File: config.mk
export PLATFORM = sky130hd
export DESIGN_NAME = bit_stream_serializer
export DESIGN_NICKNAME = d
export VERILOG_FILES = /design/src/rtl/bit_stream_serializer.sv
export SDC_FILE = /design/constraint.sdc
export NUM_CORES = 1
export LEC_CHECK = 0
export BUFFER_PORTS_ARGS = -buffer_cell sky130_fd_sc_hd__buf_2
export CAP_MARGIN = 10
export CORE_UTILIZATION = 52
export CTS_BUF_LIST = sky130_fd_sc_hd__clkbuf_2
export DETAILED_ROUTE_END_ITERATION = 6
export GPL_TIMING_DRIVEN = 1
export PLACE_DENSITY = 0.89
export SKIP_LAST_GASP = 1
export SLEW_MARGIN = 25
export SYNTH_ARGS = -nofsm -noshare
export SYNTH_HDL_FRONTEND = slang
export SYNTH_SLANG_ARGS = --single-unit
File: constraint.sdc
create_clock -name clk -period 1.8 [get_ports clk]
set_clock_uncertainty 0.15 [all_clocks]
set_input_delay 0.09 -clock clk [delete_from_list [all_inputs] [get_ports clk]]
set_output_delay 0.09 -clock clk [all_outputs]
set_load 0.005 [all_outputs]
File: src/rtl/bit_stream_serializer.sv
// Parallel-to-serial word source feeding a serial detector, with a one-word
// holding buffer so consecutive words stream without idle bits between them.
module bit_stream_serializer #(
    parameter int WIDTH     = 8,
    parameter bit MSB_FIRST = 1'b1,
    parameter bit IDLE_BIT  = 1'b0,
    parameter int CNT_W     = 16
) (
    input  logic             clk,
    input  logic             rst,
    input  logic             load_valid,
    input  logic [WIDTH-1:0] load_data,
    output logic             load_ready,
    output logic             ser_out,
    output logic             ser_valid,
    output logic             word_done,
    output logic [CNT_W-1:0] words_sent
);

    localparam int CW = (WIDTH > 2) ? $clog2(WIDTH) : 1;
    localparam logic [CW-1:0] LAST_CNT = CW'(WIDTH - 1);

    typedef enum logic [0:0] {
        ST_IDLE  = 1'b0,
        ST_SHIFT = 1'b1
    } state_t;

    state_t             state_r;
    state_t             nxt_state_s;
    logic [WIDTH-1:0]   shift_r;
    logic [WIDTH-1:0]   nxt_shift_s;
    logic [CW-1:0]      cnt_r;
    logic [CW-1:0]      nxt_cnt_s;
    logic [WIDTH-1:0]   buf_r;
    logic [WIDTH-1:0]   nxt_buf_s;
    logic               buf_full_r;
    logic               nxt_buf_full_s;
    logic               ser_out_r;
    logic               ser_valid_r;
    logic               word_done_r;
    logic [CNT_W-1:0]   words_sent_r;
    logic               xfer_s;
    logic               last_s;

    // The bit on the wire is always the head of the shifter, whichever end that is.
    function automatic logic head_bit(input logic [WIDTH-1:0] v);
        return MSB_FIRST ? v[WIDTH-1] : v[0];
    endfunction

    function automatic logic [WIDTH-1:0] advance(input logic [WIDTH-1:0] v);
        return MSB_FIRST ? {v[WIDTH-2:0], 1'b0} : {1'b0, v[WIDTH-1:1]};
    endfunction

    assign load_ready = !buf_full_r;
    assign xfer_s     = load_valid && !buf_full_r;
    assign last_s     = (state_r == ST_SHIFT) && (cnt_r == LAST_CNT);

    assign ser_out    = ser_out_r;
    assign ser_valid  = ser_valid_r;
    assign word_done  = word_done_r;
    assign words_sent = words_sent_r;

    // Next-state logic for the shifter, bit counter and holding buffer.
    always_comb begin
        nxt_state_s    = state_r;
        nxt_shift_s    = shift_r;
        nxt_cnt_s      = cnt_r;
        nxt_buf_s      = buf_r;
        nxt_buf_full_s = buf_full_r;
        case (state_r)
            ST_IDLE: begin
                if (xfer_s) begin
                    nxt_shift_s = load_data;
                    nxt_cnt_s   = {CW{1'b0}};
                    nxt_state_s = ST_SHIFT;
                end else begin
                    nxt_state_s = ST_IDLE;
                end
            end
            ST_SHIFT: begin
                if (last_s) begin
                    // Buffered word wins; a direct load can only happen with an empty buffer.
                    if (buf_full_r) begin
                        nxt_shift_s    = buf_r;
                        nxt_buf_full_s = 1'b0;
                        nxt_cnt_s      = {CW{1'b0}};
                    end else if (xfer_s) begin
                        nxt_shift_s = load_data;
                        nxt_cnt_s   = {CW{1'b0}};
                    end else begin
                        nxt_state_s = ST_IDLE;
                    end
                end else begin
                    nxt_shift_s = advance(shift_r);
                    nxt_cnt_s   = cnt_r + CW'(1);
                    if (xfer_s) begin
                        nxt_buf_s      = load_data;
                        nxt_buf_full_s = 1'b1;
                    end else begin
                        nxt_buf_full_s = buf_full_r;
                    end
                end
            end
            default: begin
                nxt_state_s = ST_IDLE;
            end
        endcase
    end

    // Control and datapath state registers.
    always_ff @(posedge clk or negedge rst) begin
        if (!rst) begin
            state_r    <= ST_IDLE;
            shift_r    <= {WIDTH{1'b0}};
            cnt_r      <= {CW{1'b0}};
            buf_r      <= {WIDTH{1'b0}};
            buf_full_r <= 1'b0;
        end else begin
            state_r    <= nxt_state_s;
            shift_r    <= nxt_shift_s;
            cnt_r      <= nxt_cnt_s;
            buf_r      <= nxt_buf_s;
            buf_full_r <= nxt_buf_full_s;
        end
    end

    // Outputs are registered from the next-state view so a word's first bit appears right after its load edge.
    always_ff @(posedge clk or negedge rst) begin
        if (!rst) begin
            ser_out_r    <= IDLE_BIT;
            ser_valid_r  <= 1'b0;
            word_done_r  <= 1'b0;
            words_sent_r <= {CNT_W{1'b0}};
        end else begin
            ser_out_r   <= (nxt_state_s == ST_SHIFT) ? head_bit(nxt_shift_s) : IDLE_BIT;
            ser_valid_r <= (nxt_state_s == ST_SHIFT);
            word_done_r <= (nxt_state_s == ST_SHIFT) && (nxt_cnt_s == LAST_CNT);
            if (last_s) begin
                words_sent_r <= words_sent_r + CNT_W'(1);
            end else begin
                words_sent_r <= words_sent_r;
            end
        end
    end

endmodule

==> results.md, run 1 <==
* Status: finished, final reports clean
* DR iter-0 viols at ~70
* # setup viols final at 0
* Ports at 31
* Crit Path Category: flop to flop
* Detail Placement HPWL at ~2400 um
* Power, Total at slightly below 3 mW
* Clk sinks at 38
* Yosys cell types at 28
* Total Routed Length at 3651 um
* Nets at 223
* Critical path depth at 7
* Avg Inst Size Synth at about 12 um^2
* Ranking of synthesized cells by area: dfrtp_1, mux2_1, o22ai_1, xnor2_1, mux2_2
* DRC viols at 0
* RSZ-0062 raised after global routing: yes
* Pre-CTS setup slack at -0.05497 ns
* Clock Latency Late Sink at between 0.3 and 0.4 ns
* Drt wl/cell at 14.32 um
* Row cnt at 21
* Final Wtd Congestion at 0.7504
* Worst path max stage delay at 0.39 ns
* PD cells at 1291 nW/um^2
* LEAKAGE at around 1.1 nW
* Post-route cell area at 2258 um^2
* Initial antenna violation count at 0
* Vias in the first global route at 1254
* Tightest Pin Transition at 0.4698 ns
* Post-Syn Nets at 170
* Worst Hold Class: input pin to async pin
* Starting Density at 53.96%
* CP max-delay cell: dfrtp_1
* First-pass GRT wire length at ~5800 um
* Top-area cell type share of the netlist area at between 50% and 60%
* Post-Syn Area at 1800 um^2
* Seq/Total Area, Yosys at around 53%
* DP Area at 2033 um^2
* Cell accounting for the most synthesized area: dfrtp_1
* Crit path capture type: flop
* Largest net degree at the start of global routing at 39
* TritonCTS Buffers at 5
* Finished Layout Cells at 255
* Startpoint Class: flop
* Fraction of layout cells with a size suffix above 1 at 31.58%
* Core area at 3337 um^2
* TritonCTS clock tree: yes
* Setup TNS at 0 ns
* Relative slew margins at 68.68%
* Worst-path clk slew at 0.18 ns
* Fin. max-slew vios at 0
* Vias per inst at 5.376
* Crit path required time at 1.95 ns
* Gr usage total at around 22%
* Cell family with most CP delay: simple AND/OR/NAND/NOR gates
* H-tree levels at 2
* Diode count at 0
* Total gr overflow at 0
* DR pass1 iterations at 4
* Seq. cell area at 950.9 um^2
* CTS Root Cell: clkbuf_2
* Final min period at roughly 1.7 ns
* Longest Clk Path Bufs at 2
* Fmax at 572.7 MHz
* CP most frequent cell: nand4_1
* CP max FO at 5
* Crit path buf inv count at 1
* Synth warnings at 0
* Chip Width at 60.84 um
* Crit-path cells: ha_2 -> ha_4 -> buf_6 -> nand4_1 -> nor2_4 -> nand4_1 -> xnor2_1
* Fill cell count at 251
* Area growth, synth to finish at 25.43%
* Number of port buffers at 30
* Data arrival, critical path at 1.89 ns
* Via count at 1371
* Placed insts at 234
* Synth Register Bits at 38
* Max VDD drop at 0.0006318 V
* Die Y-Extent at 60.84 um
* Hold Vio Cnt, Final at 0
* Mapped Cells at 156
* DRT antenna net count at 0
* Setup ws final at approximately 0.054 ns
* Area of the multi-input gates at 832.0 um^2
* Final Cycle Share at 97.01%
* Die ar. at 3702 um^2
* Worst r2r path cells at 7
* Max-Cap Viols at 0
registers in the layout, indices dropped and copies added (netlist names):
register,flops
words_sent,16
buf_r,8
shift_r,7
cnt_r,3
buf_full_r,1
ser_out,1
ser_valid,1
word_done,1
timing repair:
action | in CTS | in global routing
pin swaps | 1 | 7
endpoints found under the hold margin | 54 | 0
endpoints found under the setup margin | 15 | 21
buffers inserted | 1 | 3
gates resized for setup | 6 | 4
hold buffers | 10 | 0
final timing paths:
check / start / endpoint / slack (ns)
max: cnt_r[0] / words_sent[15] / 0.05
min: rst / word_done / 0.09
max in group asynchronous: rst / ser_out / 1.08
max reg2reg: cnt_r[0] / words_sent[15] / 0.05
min reg2reg: words_sent[15] / words_sent[15] / 0.34
min in group clk: load_valid / shift_r[0] / 0.13
routing by layer:
layer	GRT usage, %	wire, um	vias up
met5	0	0	-
met4	8.766	74	0
met3	4.691	178	11
met2	35.64	1743	47
met1	27.93	1655	647
li1	-	-	666
worst min-delay path, cell delays in order:
cell	delay, ns
dlygate4sd3_1	0.51
buf_2	0.09
buf_4	0.40
cells in the mapped netlist:
library cell / n
and4_1: 2
buf_4: 2
dfrtp_1: 38
nor2_2: 1
clkbuf_1: 3
mux2_2: 7
xor2_1: 5
nand2_1: 11
nand4_1: 5
o21ai_1: 3
inv_1: 5
nand3_1: 5
and3b_1: 1
nor2_1: 4
mux2_1: 14
mux2i_1: 2
nand2b_1: 3
a21oi_1: 10
buf_6: 1
xnor2_1: 10
ha_1: 3
nand3b_1: 1
a21boi_2: 1
buf_2: 1
o21ai_0: 2
o22ai_1: 14
and3_1: 1
nor2_4: 1
power breakdown:
| part | switching (mW) | leakage [nW] | internal [mW] | total, mW |
|---|---|---|---|---|
| registers | 0.217 | 0.480 | 1.13 | 1.34 |
| logic | 0.574 | 0.577 | 0.638 | 1.21 |
| clock network | 0.277 | 0.0286 | 0.0842 | 0.361 |
| total | 1.07 | 1.09 | 1.85 | 2.92 |
layout by cell type, fill, tap and decap left out, drive strengths merged:
cell / synthesis / layout
o22ai: 14 / 14
xor2: 5 / 5
nand2b: 3 / 3
nor2: 6 / 6
a21oi: 10 / 10
clkbuf: 3 / 5
and4: 2 / 2
xnor2: 10 / 10
clkinv: 0 / 2
ha: 3 / 3
mux2i: 2 / 2
dlygate4sd3: 0 / 10
nand4: 5 / 5
nand3b: 1 / 1
and3: 1 / 1
and3b: 1 / 1
a21boi: 1 / 1
o21ai: 5 / 5
mux2: 21 / 21
inv: 5 / 5
nand3: 5 / 5
nand2: 11 / 11
dfrtp: 38 / 38
buf: 4 / 43
logic make-up (layout without fill, tap and decap cells):
family / count (synthesis) / count (layout) / synth area share (%)
simple gates: 35 / 35 / 10.49
xor+xnor: 15 / 15 / 7.296
compound gates: 30 / 30 / 9.659
mux: 23 / 23 / 14.25
flops: 38 / 38 / 52.81
buf+inv: 12 / 65 / 3.405
fa+ha+maj: 3 / 3 / 2.085
metrics by stage:
step                hold WS (ns)  utilization [%]
floorplan                -0.3556                -
global placement        0.007531            60.93
detailed placement       0.01305            60.93
CTS                       0.1071            66.44
global route              0.1388            67.68
finish                   0.09412            67.68
cell type report:
cell class / instances / share of cell area [%]
clock buffers: 5 / 1.108
clock inverters: 2 / 0.4432
inverters: 5 / 0.8310
multi-input cells: 106 / 36.84
flip-flops and latches: 38 / 42.11
well taps: 46 / 2.548
repair buffers: 53 / 16.12
No activity file was read; power rests on OpenSTA's default activity.
==> run 2, diff against run 1 <==
==> constraint.sdc (replaced) <==
create_clock -name clk -period 1.8 [get_ports clk]
set_clock_uncertainty 0.15 [all_clocks]
set_input_delay 0.27 -clock clk [delete_from_list [all_inputs] [get_ports clk]]
set_output_delay 0.27 -clock clk [all_outputs]
set_load 0.005 [all_outputs]
==> results.md, run 2 (same netlist as run 1, synthesis figures left out) <==
* Vias in the first global route at 1216 (-3.0%)
* Clk sinks at 38 (unchanged)
* TritonCTS Buffers at 5 (unchanged)
* Fmax at 568.0 MHz (-0.81%)
* First-pass GRT wire length at 5499 um (-4.7%)
* Die ar. at 3702 um^2 (unchanged)
* Setup TNS at 0 ns (unchanged)
* Total gr overflow at 0 (unchanged)
* H-tree levels at 2 (unchanged)
* Finished Layout Cells at 257 (+0.78%)
* Tightest Pin Transition at 0.4052 ns (-0.06465 ns)
* Die Y-Extent at 60.84 um (unchanged)
* Final Wtd Congestion at 0.7055 (-6.0%)
* DR pass1 iterations at 4 (unchanged)
* CTS Root Cell: clkbuf_2
* Drt wl/cell at 13.99 um (-2.3%)
* Via count at 1412 (+3.0%)
* Data arrival, critical path at 1.92 ns (+0.03 ns)
* TritonCTS clock tree: yes
* Status: finished, final reports clean
* Worst-path clk slew at 0.19 ns (about the same)
* Final Cycle Share at 97.80% (+0.79 points)
* Ports at 31 (unchanged)
* DRT antenna net count at 0 (unchanged)
* LEAKAGE at 1.102 nW (+1.4%)
* CP max FO at 8 (+3)
* Fraction of layout cells with a size suffix above 1 at 32.70% (+1.1 points)
* Max-Cap Viols at 0 (unchanged)
* DRC viols at 0 (unchanged)
* Fin. max-slew vios at 0 (unchanged)
* Longest Clk Path Bufs at 2 (unchanged)
* Row cnt at 21 (unchanged)
* Gr usage total at 20.35% (-1.3 points)
* RSZ-0062 raised after global routing: yes
* Vias per inst at 5.494 (+2.2%)
* Crit Path Category: flop to flop
* Setup ws final at 0.03957 ns (-0.01431 ns)
* Core area at 3337 um^2 (unchanged)
* Total Routed Length at 3596 um (-1.5%)
* Max VDD drop at 0.0007567 V (+20%)
* Final min period at 1.760 ns (+0.01431 ns)
* Largest register FFs at 16 (unchanged)
* DR iter-0 viols at 64 (-7.2%)
* Pre-CTS setup slack at -0.04904 ns (+0.005935 ns)
* Crit path capture type: flop
* Relative slew margins at 72.99% (+4.3 points)
* Most frequent cells in the layout: dfrtp_1, buf_2, o22ai_1, mux2_1, buf_4
* Nets at 225 (+0.90%)
* Placed insts at 235 (+0.43%)
* Number of port buffers at 30 (unchanged)
* Largest net degree at the start of global routing at 23 (-41%)
* Commonest non-fill, non-tap cell in the layout: dfrtp_1
* Area growth, synth to finish at 26.82%
* PD cells at 1287 nW/um^2 (-0.35%)
* Crit path required time at 1.95 ns (about the same)
* Startpoint Class: flop
* Diode count at 0 (unchanged)
* Worst Hold Class: input pin to async pin
* Initial antenna violation count at 0 (unchanged)
* Chip Width at 60.84 um (unchanged)
* Starting Density at 53.96% (unchanged)
* Hold Vio Cnt, Final at 0 (unchanged)
* Clock Latency Late Sink at 0.41 ns (+0.02 ns)
* # setup viols final at 0 (unchanged)
* Detail Placement HPWL at 2385 um (-2.0%)
[run 2: cell types whose count changed in the layout (fill, tap and decap cells not counted)]
cell	before	now
buf_12	1	2
dlygate4sd3_1	10	9
buf_4	11	13
[run 2: worst paths after layout]
check	from	depth (start not counted)	slack (ns)	end
min in group clk	load_valid	4	0.22	buf_full_r
hold reg to reg	words_sent[15]	1	0.35	words_sent[15]
max in group asynchronous	rst	3	0.91	buf_r[7]
setup reg to reg	cnt_r[0]	6	0.04	buf_r[1]
setup / recovery	cnt_r[0]	6	0.04	buf_r[1]
hold / removal	rst	2	0.13	ser_valid
[run 2: worst max-delay path: stages, from the launching register on]
cell and delay [ns]:
dfrtp_1 0.43, ha_2 0.20, ha_4 0.16, nand2b_4 0.15, nor2_4 0.10, buf_12 0.14, mux2_1 0.32
[run 2: per-layer routing]
layer | global-route usage [%] | routed length (um) | up-vias
met5 | 0 | 0 | -
met4 | 6.818 | 51 | 0
met3 | 5.757 | 128 | 6
met2 | 32.34 | 1755 | 34
met1 | 26.87 | 1661 | 707
li1 | - | - | 665
[run 2: final cells by class]
| cell class | count | area (um^2) |
|---|---|---|
| inverters | 5 | 18.77 |
| clock buffers | 5 | 25.02 |
| repair buffers | 55 | 389.1 |
| fillers | 252 | 1054 |
| multi-input cells | 106 | 832.0 |
| clock inverters | 2 | 10.01 |
| flip-flops and latches | 38 | 950.9 |
| well taps | 46 | 57.56 |
[run 2: per-stage QoR]
stage	utilization (%)	total power, mW	hold WS [ns]	area (um^2)
4_1_cts	66.89	2.863	0.1322	2232
3_5_place_dp	61.53	2.445	0.06811	2053
6_report	68.43	2.939	0.1321	2283
5_1_grt	68.43	3.128	0.1836	2283
2_1_floorplan	-	2.090	-0.1756	1800
3_3_place_gp	61.53	2.392	0.06387	2053
[run 2: where the power goes]
group          switching [mW]  internal, mW
registers               0.208          1.13
clock network           0.280        0.0839
logic                   0.593         0.647
total                    1.08          1.86
[run 2: what timing repair did]
| action | 4_1_cts | 5_1_grt |
|---|---|---|
| hold endpoints to repair | 46 | 0 |
| resized for setup | 4 | 6 |
| endpoints found under the setup margin | 12 | 22 |
| buffers inserted | 3 | 3 |
| gates cloned | 0 | 0 |
| pin swaps | 2 | 6 |
| hold buffers | 9 | 0 |
